**config.mk**
```make
export PLATFORM = sky130hd
export DESIGN_NAME = dual_port_fifo
export DESIGN_NICKNAME = d
export VERILOG_FILES = /design/src/rtl/dual_port_fifo_pkg.sv /design/src/rtl/dual_port_memory.sv /design/src/rtl/dual_port_fifo.sv
export SDC_FILE = /design/constraint.sdc
export NUM_CORES = 1
export LEC_CHECK = 0
export ABC_AREA = 1
export CORE_MARGIN = 3
export CORE_UTILIZATION = 60
export DETAILED_ROUTE_END_ITERATION = 12
export PLACE_DENSITY = 0.83
export SLEW_MARGIN = 20
export SYNTH_ARGS = -nofsm -noshare
export SYNTH_HDL_FRONTEND = slang
export SYNTH_SLANG_ARGS = --single-unit
```
**constraint.sdc**
```tcl
create_clock -name Clock -period 5.15 [get_ports Clock]
set_input_delay 1.03 -clock Clock [delete_from_list [all_inputs] [get_ports Clock]]
set_output_delay 1.03 -clock Clock [all_outputs]
set_load 0.005 [all_outputs]
```
**src/rtl/dual_port_fifo_pkg.sv**
```systemverilog
// Shared constants for the dual-port FIFO: default widths and the count-width rule.
package dual_port_fifo_pkg;

  localparam int DEF_DATA_WIDTH   = 6;
  localparam int DEF_ADDR_WIDTH   = 3;
  localparam int DEF_ALMOST_FULL  = 6;
  localparam int DEF_ALMOST_EMPTY = 2;

  // One extra count bit separates "full" (count == depth) from "empty".
  function automatic int cnt_width(input int addr_width);
    return addr_width + 1;
  endfunction

  function automatic int fifo_depth(input int addr_width);
    return 2 ** addr_width;
  endfunction

endpackage

```
**src/rtl/dual_port_memory.sv**
```systemverilog
// Simple dual-port RAM: one write port, one read port with a registered read.
// A synthesized netlist (dual_port_memory_synth) keeps this exact port list.
module dual_port_memory #(
  parameter int DATA_WIDTH = 6,
  parameter int ADDR_WIDTH = 3,
  parameter int MEM_SIZE   = 2 ** ADDR_WIDTH - 1
) (
  input  logic                  clk,
  input  logic                  rst,
  input  logic                  wr_en,
  input  logic [ADDR_WIDTH-1:0] wr_addr,
  input  logic [DATA_WIDTH-1:0] wr_data,
  input  logic                  rd_en,
  input  logic [ADDR_WIDTH-1:0] rd_addr,
  output logic [DATA_WIDTH-1:0] rd_data
);

  logic [DATA_WIDTH-1:0] mem [0:MEM_SIZE];

  // Storage itself is never reset; only the read register is.
  always_ff @(posedge clk) begin
    if (wr_en) mem[wr_addr] <= wr_data;
  end

  always_ff @(posedge clk) begin
    if (rst)        rd_data <= '0;
    else if (rd_en) rd_data <= mem[rd_addr];
  end

endmodule

```
**src/rtl/dual_port_fifo.sv**
```systemverilog
// Synchronous FIFO over dual_port_memory with occupancy count and threshold flags.
// Define FIFO_ERROR_EN to build the sticky overflow/underflow flags (tied 0 otherwise).
module dual_port_fifo
  import dual_port_fifo_pkg::*;
#(
  parameter int DATA_WIDTH   = DEF_DATA_WIDTH,
  parameter int ADDR_WIDTH   = DEF_ADDR_WIDTH,
  parameter int ALMOST_FULL  = DEF_ALMOST_FULL,
  parameter int ALMOST_EMPTY = DEF_ALMOST_EMPTY
) (
  input  logic                  Clock,
  input  logic                  Reset,
  input  logic                  iPush,
  input  logic                  iPop,
  input  logic [DATA_WIDTH-1:0] iDataIn,
  output logic [DATA_WIDTH-1:0] oDataOut,
  output logic                  oValid,
  output logic [ADDR_WIDTH:0]   oCount,
  output logic                  oFull,
  output logic                  oEmpty,
  output logic                  oAlmostFull,
  output logic                  oAlmostEmpty,
  output logic                  oOverflow,
  output logic                  oUnderflow
);

  localparam int CW    = cnt_width(ADDR_WIDTH);
  localparam int DEPTH = fifo_depth(ADDR_WIDTH);

  localparam logic [CW-1:0]         CNT_ONE = CW'(1);
  localparam logic [CW-1:0]         DEPTH_C = CW'(DEPTH);
  localparam logic [CW-1:0]         AF_C    = CW'(ALMOST_FULL);
  localparam logic [CW-1:0]         AE_C    = CW'(ALMOST_EMPTY);
  localparam logic [ADDR_WIDTH-1:0] PTR_ONE = ADDR_WIDTH'(1);

  logic [ADDR_WIDTH-1:0] wr_ptr, rd_ptr;
  logic [CW-1:0]         count_nxt;
  logic                  push_ok, pop_ok;

  // Requests in the reset cycle are ignored; acceptance uses the registered flags.
  assign push_ok = iPush && !oFull  && !Reset;
  assign pop_ok  = iPop  && !oEmpty && !Reset;

  always_comb begin
    count_nxt = oCount;
    case ({push_ok, pop_ok})
      2'b10:   count_nxt = oCount + CNT_ONE;
      2'b01:   count_nxt = oCount - CNT_ONE;
      default: count_nxt = oCount;
    endcase
  end

  // Flags follow count_nxt so they line up with oCount after each edge.
  always_ff @(posedge Clock) begin
    if (Reset) begin
      wr_ptr       <= '0;
      rd_ptr       <= '0;
      oCount       <= '0;
      oFull        <= 1'b0;
      oEmpty       <= 1'b1;
      oAlmostFull  <= 1'b0;
      oAlmostEmpty <= 1'b1;
      oValid       <= 1'b0;
    end else begin
      if (push_ok) wr_ptr <= wr_ptr + PTR_ONE;
      if (pop_ok)  rd_ptr <= rd_ptr + PTR_ONE;
      oCount       <= count_nxt;
      oFull        <= (count_nxt == DEPTH_C);
      oEmpty       <= (count_nxt == '0);
      oAlmostFull  <= (count_nxt >= AF_C);
      oAlmostEmpty <= (count_nxt <= AE_C);
      oValid       <= pop_ok;
    end
  end

  dual_port_memory #(
    .DATA_WIDTH (DATA_WIDTH),
    .ADDR_WIDTH (ADDR_WIDTH),
    .MEM_SIZE   (DEPTH - 1)
  ) u_mem (
    .clk     (Clock),
    .rst     (Reset),
    .wr_en   (push_ok),
    .wr_addr (wr_ptr),
    .wr_data (iDataIn),
    .rd_en   (pop_ok),
    .rd_addr (rd_ptr),
    .rd_data (oDataOut)
  );

`ifdef FIFO_ERROR_EN
  always_ff @(posedge Clock) begin
    if (Reset) begin
      oOverflow  <= 1'b0;
      oUnderflow <= 1'b0;
    end else begin
      if (iPush && oFull)  oOverflow  <= 1'b1;
      if (iPop  && oEmpty) oUnderflow <= 1'b1;
    end
  end
`else
  assign oOverflow  = 1'b0;
  assign oUnderflow = 1'b0;
`endif

endmodule

```
==> results of run 1 <==
==> per-stage QoR <==
stage	power [mW]	setup WS, ns	cells
final	1.34	1.91	364
after detailed placement	0.896	1.66	348
after global placement	0.887	1.76	348
after CTS	1.34	1.94	364
after floorplan	0.803	2.73	283
after global routing	1.40	1.74	364
==> cell type report <==
cell class | count | area share, %
flip-flops and latches | 69 | 55.6
multi-input cells | 174 | 25.8
repair buffers | 25 | 7.40
clock buffers | 13 | 4.79
inverters | 28 | 3.14
well taps | 52 | 1.94
clock inverters | 3 | 1.31
==> routing by layer <==
metal / vias to the layer above / routed length [um] / share of wire, % / GRT usage [%]
li1: 1004 / - / - / -
met5: - / 0 / 0 / 0
met4: 0 / 77 / 1.3 / 8.93
met3: 9 / 409 / 7.1 / 7.12
met2: 77 / 2770 / 48 / 36.0
met1: 912 / 2530 / 44 / 30.1
==> worst max-delay path: cells and delay by family <==
family / cells / cell delay, ns
compound gates: 1 / 0.10
xor+xnor: 1 / 0.24
fa+ha+maj: 1 / 0.39
buf+inv: 5 / 1.27
simple gates: 4 / 0.48
==> kinds of logic (layout without fill, tap and decap cells) <==
| group | count (synthesis) | in the layout | synth area share, % |
|---|---|---|---|
| AOI/OAI and AO/OA | 60 | 60 | 11.5 |
| xor gates and xnor gates | 2 | 2 | 0.605 |
| adders and majority gates | 4 | 4 | 1.73 |
| buffers and inverters | 40 | 69 | 6.05 |
| DFF | 69 | 69 | 64.3 |
| other | 1 | 2 | 0.130 |
| and+or+nand+nor | 106 | 106 | 15.7 |
==> registers in the layout, indices dropped and copies added (netlist names) <==
signal and cells:
u_mem.rd_data 6, oCount 4, rd_ptr 3, oValid 1, oFull 1, u_mem.mem 48, wr_ptr 3, oAlmostFull 1
oEmpty 1, oAlmostEmpty 1
==> worst min path at each step <==
stage	startpoint	end	slack, ns	cells past startpoint
floorplan	wr_ptr[0]	wr_ptr[0]	0.46	2
finish	u_mem.rd_data[0]	u_mem.rd_data[0]	0.48	2
global route	u_mem.rd_data[2]	u_mem.rd_data[2]	0.50	2
CTS	u_mem.rd_data[5]	u_mem.rd_data[5]	0.47	2
global placement	u_mem.rd_data[3]	u_mem.rd_data[3]	0.47	2
detailed placement	u_mem.rd_data[5]	u_mem.rd_data[5]	0.46	2
==> placed cells by master (no fill, tap or decap), types with 2 or more instances in the layout <==
master / Yosys / routed
clkbuf_1: 2 / 3
nand2_1: 35 / 35
edfxtp_1: 48 / 48
nand3_2: 3 / 3
inv_2: 4 / 4
ha_1: 4 / 4
clkdlybuf4s50_1: 0 / 24
nand3_1: 7 / 7
conb_1: 1 / 2
nand2_2: 4 / 4
o21ai_0: 32 / 32
nor2_1: 54 / 54
clkbuf_8: 0 / 9
inv_1: 24 / 24
a21oi_1: 13 / 13
o21ai_1: 2 / 2
dfxtp_1: 21 / 21
o211ai_1: 12 / 12
==> report_power, final <==
group          internal [mW]  total (mW)  leakage, nW  switching (mW)
clock network          0.254       0.448        0.103           0.194
registers              0.627       0.653        0.605          0.0255
logic                 0.0976       0.235        0.561           0.137
==> impl_metrics.ini, run 1 <==
[timing]
drv_slew = 0
fmax_ghz = 0.309
fin_crit_ns = 3.24
hold_violations = 0
setup_tns_ns = 0
finalSetupViolations = 0
whs_ns = 0.475
worst_clock_skew_ns = 0.00931
post-route-period-util_pct = 62.8
grt_setup_unrepaired = no
timing.slew.headroom_pct = 43.2
worst_pin_slew_ns = 0.851

[worst_setup_path]
crit_path_end_kind = flop
regToRegSetupSlack_ns = 3.12
cp_cell_sequence = clkdlybuf4s50_1 -> inv_2 -> nand2_2 -> inv_2 -> ha_1 -> xor2_1 -> inv_1 -> nor2_1 -> nand3_1 -> nand2_1 -> inv_1 -> a21oi_1
cp_slowest_cell = clkdlybuf4s50_1
cp_max_fo = 14
critical_path_required_ns = 5.42
start_kind = primary input
cp-startpoint = Reset
reg2reg_to = oEmpty
path_class = primary input to flop
crit_arrival_ns = 3.51
cpPeakStageDelay_ns = 0.78
reg2reg_depth = 11
crit_end = oEmpty
reg2reg_from = oEmpty

[cts]
clock_path_buffers = 2
postCtsSetupBuffers = 0
clk_pin_slew_ns = 0.07
hold_buffers = 0
clock_sinks = 69
cts_tree = built
ctsHtreeMaxLevel = 3
clock_tree.root_cell = clkbuf_8
numCtsBuffers = 9
cts-resized-gates = 0
clk_latency_ns = 0.34

[logic_synthesis]
ys_ff_latch = 69
ys_seq_area_share_pct = 64.3
synth_top_area_cell = edfxtp_1
synth_edf_count = 48
synth.top_cell.area_share_pct = 49.8
synth_cell_type_count = 25
netlist_top_cells_area = edfxtp_1, dfxtp_1, nor2_1
ys.flop_type = edfxtp_1
async_flop_share_pct = 0
synthCells = 282
synthTopCellsByCount = nor2_1, edfxtp_1, nand2_1
yosysMostFrequentCell = nor2_1
synth.avg_cell_area_sq_um = 10.3
netlist_area_sq_mm = 0.00290
yosys_warnings = 0

[grt]
grt_start_max_net_pins = 29
grtUsageTotal_pct = 23.0
antenna_found_initial = 0
grt_pass1_vias = 1881
grt.overflow.total = 0
grt_pass1_wl_um = 9370

[final_layout]
final_core_util_pct = 74.3
insertedDiodeCount = 0
n_fill_cell = 318
layout-drive-gt1-share_pct = 8.65
areaGrowthSynthToFinish_pct = 15.6
multi_input_area_sq_um = 862
nNetsFinal = 321
stdcell_area_sq_mm = 0.00335
seqCellArea_sq_mm = 0.00186

[place]
dpl_cell_area_sq_mm = 0.00314
dp.final_hpwl_um = 3870
place_congestion = 0.834
numPortBuffers = 24

[floorplanning]
die_w_um = 75.5
dieArea_sq_mm = 0.00569
ios = 27
rows = 24
core_area_sq_mm = 0.00450
initial_core_util_pct = 64.3
fp.dieH_um = 75.5

[pwr]
leakagePower_nw = 1.27
cellPowerDensity_mw_per_mm2 = 399
peakVddDrop_uv = 296

[route]
vias = 2002
routed_wirelength_um = 5790
firstDrtPassIters = 4
drc_errors = 0
drt_iter0_drc = 197
ant_nets = 0
routed_via_density = 5.50
wl_per_cell_um = 15.9

[worst_hold_path]
hold_path_class = flop to flop

[run]
cap_violations = 0

[status]
outcome = finished clean
Power figures use the tool's default switching activity.
==> run 2: changes to the inputs <==
--- a/config.mk
+++ b/config.mk
@@ -7,9 +7,9 @@
 export LEC_CHECK = 0
 export ABC_AREA = 1
 export CORE_MARGIN = 3
-export CORE_UTILIZATION = 60
+export CORE_UTILIZATION = 56
 export DETAILED_ROUTE_END_ITERATION = 12
-export PLACE_DENSITY = 0.83
+export PLACE_DENSITY = 0.78
 export SLEW_MARGIN = 20
 export SYNTH_ARGS = -nofsm -noshare
 export SYNTH_HDL_FRONTEND = slang
==> constraint.sdc (replaced) <==
create_clock -name Clock -period 3.39 [get_ports Clock]
set_input_delay 0.678 -clock Clock [delete_from_list [all_inputs] [get_ports Clock]]
set_output_delay 0.678 -clock Clock [all_outputs]
set_load 0.005 [all_outputs]
==> run 2 against run 1 <==
Effect of this change:
- design area increased by 1.0%
- clock skew decreased by 0.0036 ns
- power increased by 48%
- die area increased by 6.6%
- first-iteration DRC count increased by 3.6%
- setup slack got worse by 1.0 ns
- wire length decreased by 4.8%
==> impl_metrics.ini, run 2 (same netlist as run 1, synthesis figures left out) <==
[cts]
ctsHtreeMaxLevel = 3
postCtsSetupBuffers = 0
clock_tree.root_cell = clkbuf_8
clock_path_buffers = 2
clock_sinks = 69
clk_pin_slew_ns = 0.07
cts-resized-gates = 0
numCtsBuffers = 9
hold_buffers = 0
cts_tree = built
clk_latency_ns = 0.34

[grt]
antenna_found_initial = 0
grtUsageTotal_pct = 19.6
grt_start_max_net_pins = 29
grt_pass1_vias = 1799
grt.overflow.total = 0
grt_pass1_wl_um = 8710

[timing]
worst_pin_slew_ns = 0.872
whs_ns = 0.465
fin_crit_ns = 2.49
finalSetupViolations = 0
worst_clock_skew_ns = 0.00571
timing.slew.headroom_pct = 41.8
drv_slew = 0
fmax_ghz = 0.402
post-route-period-util_pct = 73.5
grt_setup_unrepaired = no
setup_tns_ns = 0
hold_violations = 0

[worst_setup_path]
critical_path_required_ns = 3.61
cp-startpoint = iPop
reg2reg_from = oEmpty
start_kind = primary input
crit_path_end_kind = flop
crit_end = oAlmostEmpty
path_class = primary input to flop
reg2reg_to = oAlmostEmpty
regToRegSetupSlack_ns = 1.37
crit_arrival_ns = 2.71
cp_max_fo = 10
reg2reg_depth = 10

[floorplanning]
rows = 25
ios = 27
die_w_um = 77.9
initial_core_util_pct = 59.7
core_area_sq_mm = 0.00485
dieArea_sq_mm = 0.00607
fp.dieH_um = 77.9

[worst_hold_path]
hold_path_class = flop to flop

[final_layout]
reg_top3 = u_mem.mem: 48 flops, u_mem.rd_data: 6 flops, oCount: 4 flops
nNetsFinal = 325
stdcell_area_sq_mm = 0.00338
layout_commonest_cell = nor2_1
largest_reg_flops = 48
seqCellArea_sq_mm = 0.00186
n_fill_cell = 350
final_core_util_pct = 69.7
layout-drive-gt1-share_pct = 10.4
most-common-layout-cells = nor2_1, edfxtp_1, nand2_1
multi_input_area_sq_um = 862
areaGrowthSynthToFinish_pct = 16.7
insertedDiodeCount = 0
top_register = u_mem.mem

[route]
routed_wirelength_um = 5510
drt_iter0_drc = 204
wl_per_cell_um = 14.4
ant_nets = 0
firstDrtPassIters = 4
drc_errors = 0
vias = 1972
routed_via_density = 5.15

[pwr]
cellPowerDensity_mw_per_mm2 = 586
leakagePower_nw = 1.28
peakVddDrop_uv = 364
finalPower_mw = 1.98

[place]
dpl_cell_area_sq_mm = 0.00319
numPortBuffers = 24
dp.final_hpwl_um = 3750
place_congestion = 0.845

[status]
outcome = finished clean

[run]
cap_violations = 0
run 2: where the power goes:
part	internal (mW)	switching, mW
Clock	0.336	0.305
Combinational	0.150	0.196
Sequential	0.952	0.0389
Total	1.44	0.541
run 2: how the worst min path moves through the flow:
| stage | slack (ns) | startpoint | depth (start not counted) | to |
|---|---|---|---|---|
| after floorplan | 0.46 | wr_ptr[0] | 2 | wr_ptr[0] |
| after global placement | 0.46 | u_mem.rd_data[5] | 2 | u_mem.rd_data[5] |
| after detailed placement | 0.46 | u_mem.rd_data[5] | 2 | u_mem.rd_data[5] |
| after CTS | 0.47 | u_mem.rd_data[5] | 2 | u_mem.rd_data[5] |
| after global routing | 0.49 | u_mem.rd_data[0] | 2 | u_mem.rd_data[0] |
| final | 0.47 | u_mem.rd_data[5] | 2 | u_mem.rd_data[5] |
run 2: metal layers:
| metal | GRT usage (%) | wire [um] | part of all wire, % | vias up |
|---|---|---|---|---|
| met5 | 0 | 0 | 0 | - |
| met4 | 10.5 | 69 | 1.3 | 0 |
| met3 | 4.52 | 252 | 4.6 | 7 |
| met2 | 30.8 | 2670 | 48 | 47 |
| met1 | 25.2 | 2520 | 46 | 905 |
| li1 | - | - | - | 1013 |
run 2: worst max-delay path, stage by stage:
cell             delay (ns)
clkdlybuf4s50_1        0.47
inv_2                  0.04
nor2_4                 0.16
nand2_2                0.16
inv_2                  0.17
ha_1                   0.31
o21ai_0                0.31
inv_1                  0.07
nor2_1                 0.14
nand2_1                0.08
nand2_1                0.07
a21oi_1                0.04
run 2: per-stage QoR:
step	setup WS [ns]	instances
after global placement	0.685	367
final	0.900	383
after floorplan	1.32	283
after CTS	0.931	383
after global routing	0.791	383
after detailed placement	0.573	367
run 2: area by class of cell:
| cell class | instances | area share, % |
|---|---|---|
| Clock buffer | 9 | 3.67 |
| Clock inverter | 7 | 1.93 |
| Inverter | 28 | 3.11 |
| Multi-Input combinational cell | 174 | 25.5 |
| Sequential cell | 69 | 55.1 |
| Tap cell | 67 | 2.48 |
| Timing Repair Buffer | 29 | 8.22 |
